[src/rtl/remap_packer.sv]
// remap_packer: packs PACK consecutive M2 codes from the remap stage into one
// wide word. Valid/ready handshake on both sides: a beat transfers on any
// rising edge where valid && ready; the sender holds valid and its data
// stable until that edge. The output side is a single register stage. A flush
// pulse closes a partially filled word and tags it with out_last.
module remap_packer #(
    parameter int M2_W  = 15,
    parameter int PACK  = 4,
    parameter int CNT_W = 4
) (
    input  logic                   clk,
    input  logic                   rst_n,
    input  logic                   in_valid,
    output logic                   in_ready,
    input  logic [M2_W-1:0]        in_m2,
    input  logic                   flush,
    output logic                   out_valid,
    input  logic                   out_ready,
    output logic [M2_W*PACK-1:0]   out_data,
    output logic [CNT_W-1:0]       out_cnt,
    output logic                   out_last
);

    localparam int                DATA_W    = M2_W * PACK;
    localparam int                LANE_W    = $clog2(PACK);
    localparam logic [LANE_W-1:0] LAST_LANE = LANE_W'(PACK - 1);

    // Input-side state: fill position, partial word, pending flush.
    logic [LANE_W-1:0] lane_q, lane_d;
    logic [DATA_W-1:0] acc_q, acc_d;
    logic              flush_pend_q, flush_pend_d;

    // Output register stage.
    logic              out_valid_q, out_valid_d;
    logic [DATA_W-1:0] out_data_q, out_data_d;
    logic [CNT_W-1:0]  out_cnt_q, out_cnt_d;
    logic              out_last_q, out_last_d;

    logic              slot_free;
    logic              accept;
    logic              completes;
    logic              flush_req;
    logic [CNT_W-1:0]  fill_cnt;
    logic [DATA_W-1:0] acc_merged;

    // The output slot can take a new word if it is empty or being drained now.
    assign slot_free = !out_valid_q || out_ready;

    // Only a word-completing code has to wait for the slot; everything else
    // lands in the accumulator. A pending flush blocks input until it drains.
    assign in_ready  = rst_n && !flush_pend_q && ((lane_q != LAST_LANE) || slot_free);
    assign accept    = in_valid && in_ready;
    assign completes = accept && (lane_q == LAST_LANE);

    // Lanes occupied once this cycle's code (if any) is counted.
    assign fill_cnt  = CNT_W'(lane_q) + CNT_W'(accept);

    // A flush only matters when there is something to emit; a pending flush
    // keeps requesting until the slot frees up.
    assign flush_req = flush_pend_q || (flush && (fill_cnt != '0));

    // Accumulator with the code accepted this cycle written into its lane.
    always_comb begin
        acc_merged = acc_q;
        for (int i = 0; i < PACK; i++) begin
            if (accept && (lane_q == LANE_W'(i))) begin
                acc_merged[i*M2_W +: M2_W] = in_m2;
            end
        end
    end

    // Next-state: word completion beats flush; a flush either emits now or
    // waits in flush_pend for the slot.
    always_comb begin
        lane_d       = lane_q;
        acc_d        = acc_q;
        flush_pend_d = flush_pend_q;
        out_valid_d  = out_valid_q && !out_ready;
        out_data_d   = out_data_q;
        out_cnt_d    = out_cnt_q;
        out_last_d   = out_last_q;

        if (completes) begin
            // A flush arriving with the last code just tags the full word.
            out_valid_d = 1'b1;
            out_data_d  = acc_merged;
            out_cnt_d   = CNT_W'(PACK);
            out_last_d  = flush;
            lane_d      = '0;
            acc_d       = '0;
        end else if (flush_req && slot_free) begin
            // Unused lanes are already zero because the accumulator clears
            // after every emitted word.
            out_valid_d  = 1'b1;
            out_data_d   = acc_merged;
            out_cnt_d    = fill_cnt;
            out_last_d   = 1'b1;
            lane_d       = '0;
            acc_d        = '0;
            flush_pend_d = 1'b0;
        end else begin
            acc_d        = acc_merged;
            lane_d       = lane_q + LANE_W'(accept);
            flush_pend_d = flush_req;
        end
    end

    // State registers with synchronous active-low reset.
    always_ff @(posedge clk) begin
        if (!rst_n) begin
            lane_q       <= '0;
            acc_q        <= '0;
            flush_pend_q <= 1'b0;
            out_valid_q  <= 1'b0;
            out_data_q   <= '0;
            out_cnt_q    <= '0;
            out_last_q   <= 1'b0;
        end else begin
            lane_q       <= lane_d;
            acc_q        <= acc_d;
            flush_pend_q <= flush_pend_d;
            out_valid_q  <= out_valid_d;
            out_data_q   <= out_data_d;
            out_cnt_q    <= out_cnt_d;
            out_last_q   <= out_last_d;
        end
    end

    assign out_valid = out_valid_q;
    assign out_data  = out_data_q;
    assign out_cnt   = out_cnt_q;
    assign out_last  = out_last_q;

endmodule

[config.mk]
export PLATFORM = sky130hd
export DESIGN_NAME = remap_packer
export DESIGN_NICKNAME = d
export VERILOG_FILES = /design/src/rtl/remap_packer.sv
export SDC_FILE = /design/constraint.sdc
export NUM_CORES = 1
export LEC_CHECK = 0
export CORE_ASPECT_RATIO = 2
export CORE_MARGIN = 3
export CORE_UTILIZATION = 47
export CTS_CLUSTER_DIAMETER = 120
export DETAILED_ROUTE_END_ITERATION = 7
export HOLD_SLACK_MARGIN = 0.12
export MAX_ROUTING_LAYER = met4
export PLACE_DENSITY = 0.75
export SLEW_MARGIN = 15
export SYNTH_ARGS = -nofsm -noshare
export SYNTH_HDL_FRONTEND = slang
export SYNTH_SLANG_ARGS = --single-unit
[constraint.sdc]
create_clock -name clk -period 2.2 [get_ports clk]
set_input_delay 0.22 -clock clk [delete_from_list [all_inputs] [get_ports clk]]
set_output_delay 0.22 -clock clk [all_outputs]
set_load 0.05 [all_outputs]
# After elaboration in Yosys (flattened, before gate mapping)
# Index checks and enable logic that the tools add are counted.
word_totals:
  word_cells: 49
  register_bits: 128
  in_bits: 20
classes:
  reduce_logical: 21
  muxes: 13
  n_eq_ne: 4
  addsub: 2
  bitwise: 1
op_table:
  columns: ["op", "count"]
  rows:
  - ["2-to-1 mux 60 bit", 2]
  - ["2-to-1 mux 15 bit", 4]
  - ["logical AND 1 bit", 10]
  - ["2-to-1 mux 3 bit", 2]
  - ["2-to-1 mux 1 bit", 5]
  - ["== test 2 bit (second input constant)", 2]
  - ["nonzero test 4 bit", 1]
  - ["adder 2 x 1 -> 3 bit", 1]
  - ["zero test 1 bit", 3]
  - ["logical OR 1 bit", 3]
  - ["OR reduction 3 bit", 1]
  - ["adder 2 x 1 -> 2 bit", 1]
  - ["== test 2 x 1 -> 1 bit (second input constant)", 1]
  - ["zero test 2 bit", 1]
  - ["inequality test 2 bit (second input constant)", 1]
  - ["nonzero test 2 bit", 1]
  - ["OR reduction 2 bit", 1]
  - ["NOT 1 bit", 1]

# Longest topological paths before layout
logic_depth:
  depth_word: 12
  mapped_depth: 10
  mapped_depth_nobuf: 8

# Worst setup path after synthesis
# No wires, ideal clock.
synth_timing:
  path_type: "reg2reg"
  from: "reg out_valid_q, in the netlist out_valid"
  to: "reg out_data_q[52], in the netlist out_data[52]"
  t_required_ns: 2.071
  setup_time_ns: 0.129
  arrival_time_ns: 2.466
  slack_ns: -0.394
  n_path_buf: 1
  path_stages_with_launch: 10
  path_cell_list: "dfxtp_1 and2b_1 a31oi_1 ha_1 nor4_1 a211oi_2 nand2_4 buf_4 mux2i_1 o21ai_0"
synth_between:
  elab_chain_cells: 11
  word_cells_on_any_way: 15
  cone_classes: "add/sub: 1; mux: 3; reduce/logical: 11"
synth_lines:
  columns: ["item", "line", "text"]
  rows:
  - ["start, declared", "34", "logic out_valid_q, out_valid_d;"]
  - ["start signal, assigned", "122", "out_valid_q <= out_valid_d;"]
  - ["zero test 1 bit", "47", "assign slot_free = !out_valid_q || out_ready;"]
  - ["logical OR 1 bit", "47", null]
  - ["logical OR 1 bit", "51", "assign in_ready = rst_n && !flush_pend_q && ((lane_q != LAST_LANE) || slot_free);"]
  - ["logical AND 1 bit", "51", null]
  - ["logical AND 1 bit", "52", "assign accept = in_valid && in_ready;"]
  - ["adder 2 x 1 -> 3 bit", "56", "assign fill_cnt = CNT_W'(lane_q) + CNT_W'(accept);"]
  - ["via fill_cnt[1]", "43", "logic [CNT_W-1:0] fill_cnt;"]
  - ["nonzero test 4 bit", "60", "assign flush_req = flush_pend_q || (flush && (fill_cnt != '0));"]
  - ["logical AND 1 bit", "60", null]
  - ["logical OR 1 bit", "60", null]
  - ["logical AND 1 bit", "91", "end else if (flush_req && slot_free) begin"]
  - ["nonzero test 2 bit (no line)", null, null]
  - ["end signal, assigned", "123", "out_data_q <= out_data_d;"]
  - ["end, declared", "35", "logic [DATA_W-1:0] out_data_q, out_data_d;"]
# The timed path passes the listed nets, and every way through them passes these cells. The select of a mux whose other input is x is not followed.
# A chain may end at the register's enable or synchronous reset.

# Final worst setup path
layout_timing:
  from: "reg flush_pend_q"
  to: "reg acc_q[21]"
layout_between:
  elab_chain_cells: 10
  word_cells_on_any_way: 13
  cone_classes: "add/sub: 1; mux: 1; reduce/logical: 11"
layout_lines:
  columns: ["item", "line", "text"]
  rows:
  - ["start, declared", "31", "logic flush_pend_q, flush_pend_d;"]
  - ["start signal, assigned", "121", "flush_pend_q <= flush_pend_d;"]
  - ["zero test 1 bit", "51", null]
  - ["logical AND 1 bit (2 in series)", "51", null]
  - ["logical AND 1 bit", "52", null]
  - ["adder 2 x 1 -> 3 bit", "56", null]
  - ["nonzero test 4 bit", "60", null]
  - ["logical AND 1 bit", "60", null]
  - ["logical OR 1 bit", "60", null]
  - ["logical AND 1 bit", "91", null]
  - ["OR reduction 3 bit (no line)", null, null]
  - ["end signal, assigned", "112", "acc_q <= '0;"]
  - ["end signal, assigned", "120", "acc_q <= acc_d;"]
  - ["end, declared", "30", "logic [DATA_W-1:0] acc_q, acc_d;"]
# Parallel ways exist; a longest one is shown, timed or not.

==> results.json <==
{
  "drt_pass1_iterations": 4,
  "cts.sinks": 128,
  "cts-root-buf": "clkbuf_16",
  "synth.top_cells.by_count": "128 x dfxtp_1, 60 x mux2i_1, 56 x nor2_1",
  "fin_cells": 714,
  "via_per_inst": 5.469,
  "setup_viol": 8,
  "dpl.cell_count": 673,
  "ios": 87,
  "grt_overflow": 0,
  "busiest_layer": "met2",
  "crit_path_cell_trace": "nand4b_1 -> a31oi_4 -> ha_4 -> nor4_4 -> a211oi_2 -> nand2_4 -> buf_6 -> nand3_4 -> clkbuf_16 -> nor2_1",
  "slew_headroom_pct": 64.91,
  "die_w_um": 78.05,
  "seqPwrFrac_pct": 39.9,
  "crit_family": "simple AND/OR/NAND/NOR gates",
  "grt_first_pass_wirelength_mm": 20.56,
  "outcome": "finished, violations left",
  "crit_buf_inv": 2,
  "cts_tree": "yes",
  "initial_core_util_pct": 48.08,
  "clockBufferDepth": 2,
  "p_int_w": 0.004507,
  "final_layout_size_suffix_gt1_share_pct": 22.80,
  "gp_congestion": 0.8786,
  "placed_area_um2": 6112,
  "power_density_nw_per_um2": 887.2,
  "drc_errors": 0,
  "path_class": "reg -> reg",
  "grt.total_usage_pct": 23.45,
  "yosysTopAreaCellShare_pct": 52.51,
  "slew_viol_final": 0,
  "fill_cells": 778,
  "h-tree-depth": 4,
  "synthFlopType": "dfxtp_1",
  "finalInstanceArea_um2": 6928,
  "synth_largest_area_cell": "dfxtp_1",
  "synth_edf_count": 0,
  "power_leakage_nw": 2.681,
  "grt_use_met2_pct": 39.78,
  "wl_mm": 13.57,
  "gr-usage-met3_pct": 5.150,
  "min_path_cells": 2,
  "critPathMaxStageDelay_ps": 370,
  "start_kind": "register",
  "clock_skew_ps": 8.478,
  "cp.depth": 10,
  "hold_viol": 0,
  "multi_input_area_um2": 2206,
  "timing.fmax_mhz": 453.4,
  "yosys_register_bits": 128,
  "min_to": "out_cnt[1]",
  "hold_ws_ps": 455.4,
  "portBuffers": 85,
  "netlist_area_um2": 4880,
  "placementRows": 52,
  "power_switching_w": 0.001639,
  "final_nets": 587,
  "avgSynthCellArea_um2": 10.63,
  "grt_max_degree": 50,
  "post_drt_wl_per_cell_um": 19.01,
  "finalCriticalPeriod_ps": 2206,
  "cts_buffers": 17,
  "seq_area_um2": 2566,
  "switching_share_pct": 26.67,
  "worstPathMaxFanout": 11,
  "die_h_um": 150.1,
  "rr_endpoint": "acc_q[21]",
  "worst_pin_slew_ps": 524.7,
  "ys_seq_area_share_pct": 52.51,
  "grt_pass1_vias": 4029,
  "failed_checks": "setup timing",
  "cp.arrival_ps": 2500,
  "yosys_warnings": 0,
  "clock_latency_ps": 410,
  "cpMaxStageDelayCell": "a211oi_2",
  "hold_path.startpoint": "out_cnt[1]",
  "r2r_slack_ps": -6,
  "end_kind": "register",
  "dieArea_um2": 11720,
  "diodes": 0,
  "synthesis.nets": 480,
  "path_clk_slew_ps": 60,
  "synth.most_common_cell": "dfxtp_1",
  "min_period_over_period_pct": 100.3,
  "min_path_type": "reg -> reg",
  "ys_types": 40,
  "ant_nets": 0,
  "via_count": 3905,
  "coreArea_um2": 10150,
  "clkPwrFrac_pct": 45.1,
  "maxCapViolCount": 0,
  "reg2regPathDepth": 10,
  "reg2reg_from": "flush_pend_q",
  "combinationalPowerShare_pct": 15.0,
  "synthArstFlopShare_pct": 0,
  "required_ps": 2490,
  "antenna_found_initial": 0,
  "grt_setup_unrepaired": "true",
  "syn_inst": 459,
  "dp_hpwl_mm": 8.515,
  "synth_area_leaders": "dfxtp_1 53%, mux2i_1 12%, a211oi_2 10%",
  "drt_iter0_markers": 177,
  "area_growth_pct": 41.97,
  "use_met1_pct": 25.61,
  "final.setup.worst_slack_ps": -5.705,
  "vdd_drop_max_mv": 0.7417
}
==> state kept, by name (all words and copies together) (netlist names) <==
name          count
out_valid         1
lane_q            2
out_cnt           3
flush_pend_q      1
acc_q            60
out_data         60
out_last          1
==> worst max path at each step <==
stage,startpoint,endpoint
finish,flush_pend_q,acc_q[21]
global route,flush_pend_q,acc_q[23]
CTS,flush_pend_q,acc_q[40]
detailed placement,out_ready,out_data[0]
global placement,out_ready,out_data[9]
floorplan,flush_pend_q,out_data[52]
==> worst min-delay path, cell delays in order (launching register included) <==
cell	delay, ps
dfxtp_1	310
nand2_1	50
a21oi_1	50
==> layout by cell type, fill, tap and decap left out, types with 2 or more instances in the layout <==
| master | n |
|---|---|
| a211oi_1 | 4 |
| a211oi_2 | 43 |
| a21boi_4 | 2 |
| a21oi_1 | 2 |
| and2_1 | 16 |
| buf_12 | 11 |
| buf_4 | 22 |
| buf_6 | 2 |
| buf_8 | 2 |
| clkbuf_16 | 22 |
| clkbuf_8 | 4 |
| clkdlybuf4s50_1 | 84 |
| clkinv_4 | 2 |
| clkinvlp_4 | 5 |
| dfxtp_1 | 127 |
| mux2i_1 | 60 |
| nand2_1 | 20 |
| nand2b_1 | 2 |
| nand3_1 | 2 |
| nor2_1 | 56 |
| nor2_2 | 2 |
| nor3_1 | 46 |
| o21ai_0 | 7 |
| o21ai_1 | 8 |
==> cell type report <==
type                    count  area share, %
flip-flops and latches    128          37.04
multi-input cells         293          31.84
repair buffers            125          19.90
clock buffers              22          7.296
well taps                 135          2.438
clock inverters            10          1.427
inverters                   1        0.05418
==> kinds of logic after synthesis <==
family / synth area share, %
and+or+nand+nor: 15.39
AOI/OAI and AO/OA: 14.72
other: 0.07685
muxes: 12.31
buffers and inverters: 4.743
DFF: 52.51
adders and majority gates: 0.2564
==> through the flow <==
stage                     TNS (ps)  total power, W  utilization [%]  setup WS [ps]
final                       -25.84        0.006146            68.26         -5.705
after global routing         -4762        0.006330            68.26         -101.7
after CTS                        0        0.006107            66.28          24.51
after detailed placement    -38570        0.003352            60.22         -414.9
after global placement      -35530        0.003338            60.22         -351.6
after floorplan             -97.24        0.003046                -         -13.89
==> routing by layer <==
| layer | vias to the layer above | share of wire, % |
|---|---|---|
| li1 | 1832 | - |
| met1 | 1913 | 38 |
| met2 | 130 | 54 |
| met3 | 30 | 4.2 |
| met4 | 0 | 3.4 |
| met5 | - | 0 |
==> repair_timing <==
item                                   CTS  global route
endpoints found under the hold margin    0             0
hold buffers                             0             0
pin swaps                                1             5
setup endpoints to repair               15            91
resized for setup                        3            10
gates cloned                             0             6
setup buffers                            0             4
==> power groups by stage <==
| stage | Combinational, W | Sequential (W) | Clock (W) |
|---|---|---|---|
| 6_report | 0.000924 | 0.00245 | 0.00277 |
| 5_1_grt | 0.000966 | 0.00246 | 0.00291 |
| 4_1_cts | 0.000861 | 0.00245 | 0.00279 |
| 3_5_place_dp | 0.000852 | 0.00250 | 0 |
| 3_3_place_gp | 0.000840 | 0.00250 | 0 |
| 2_1_floorplan | 0.000326 | 0.00272 | 0 |
(Power assumes the default switching activity.)
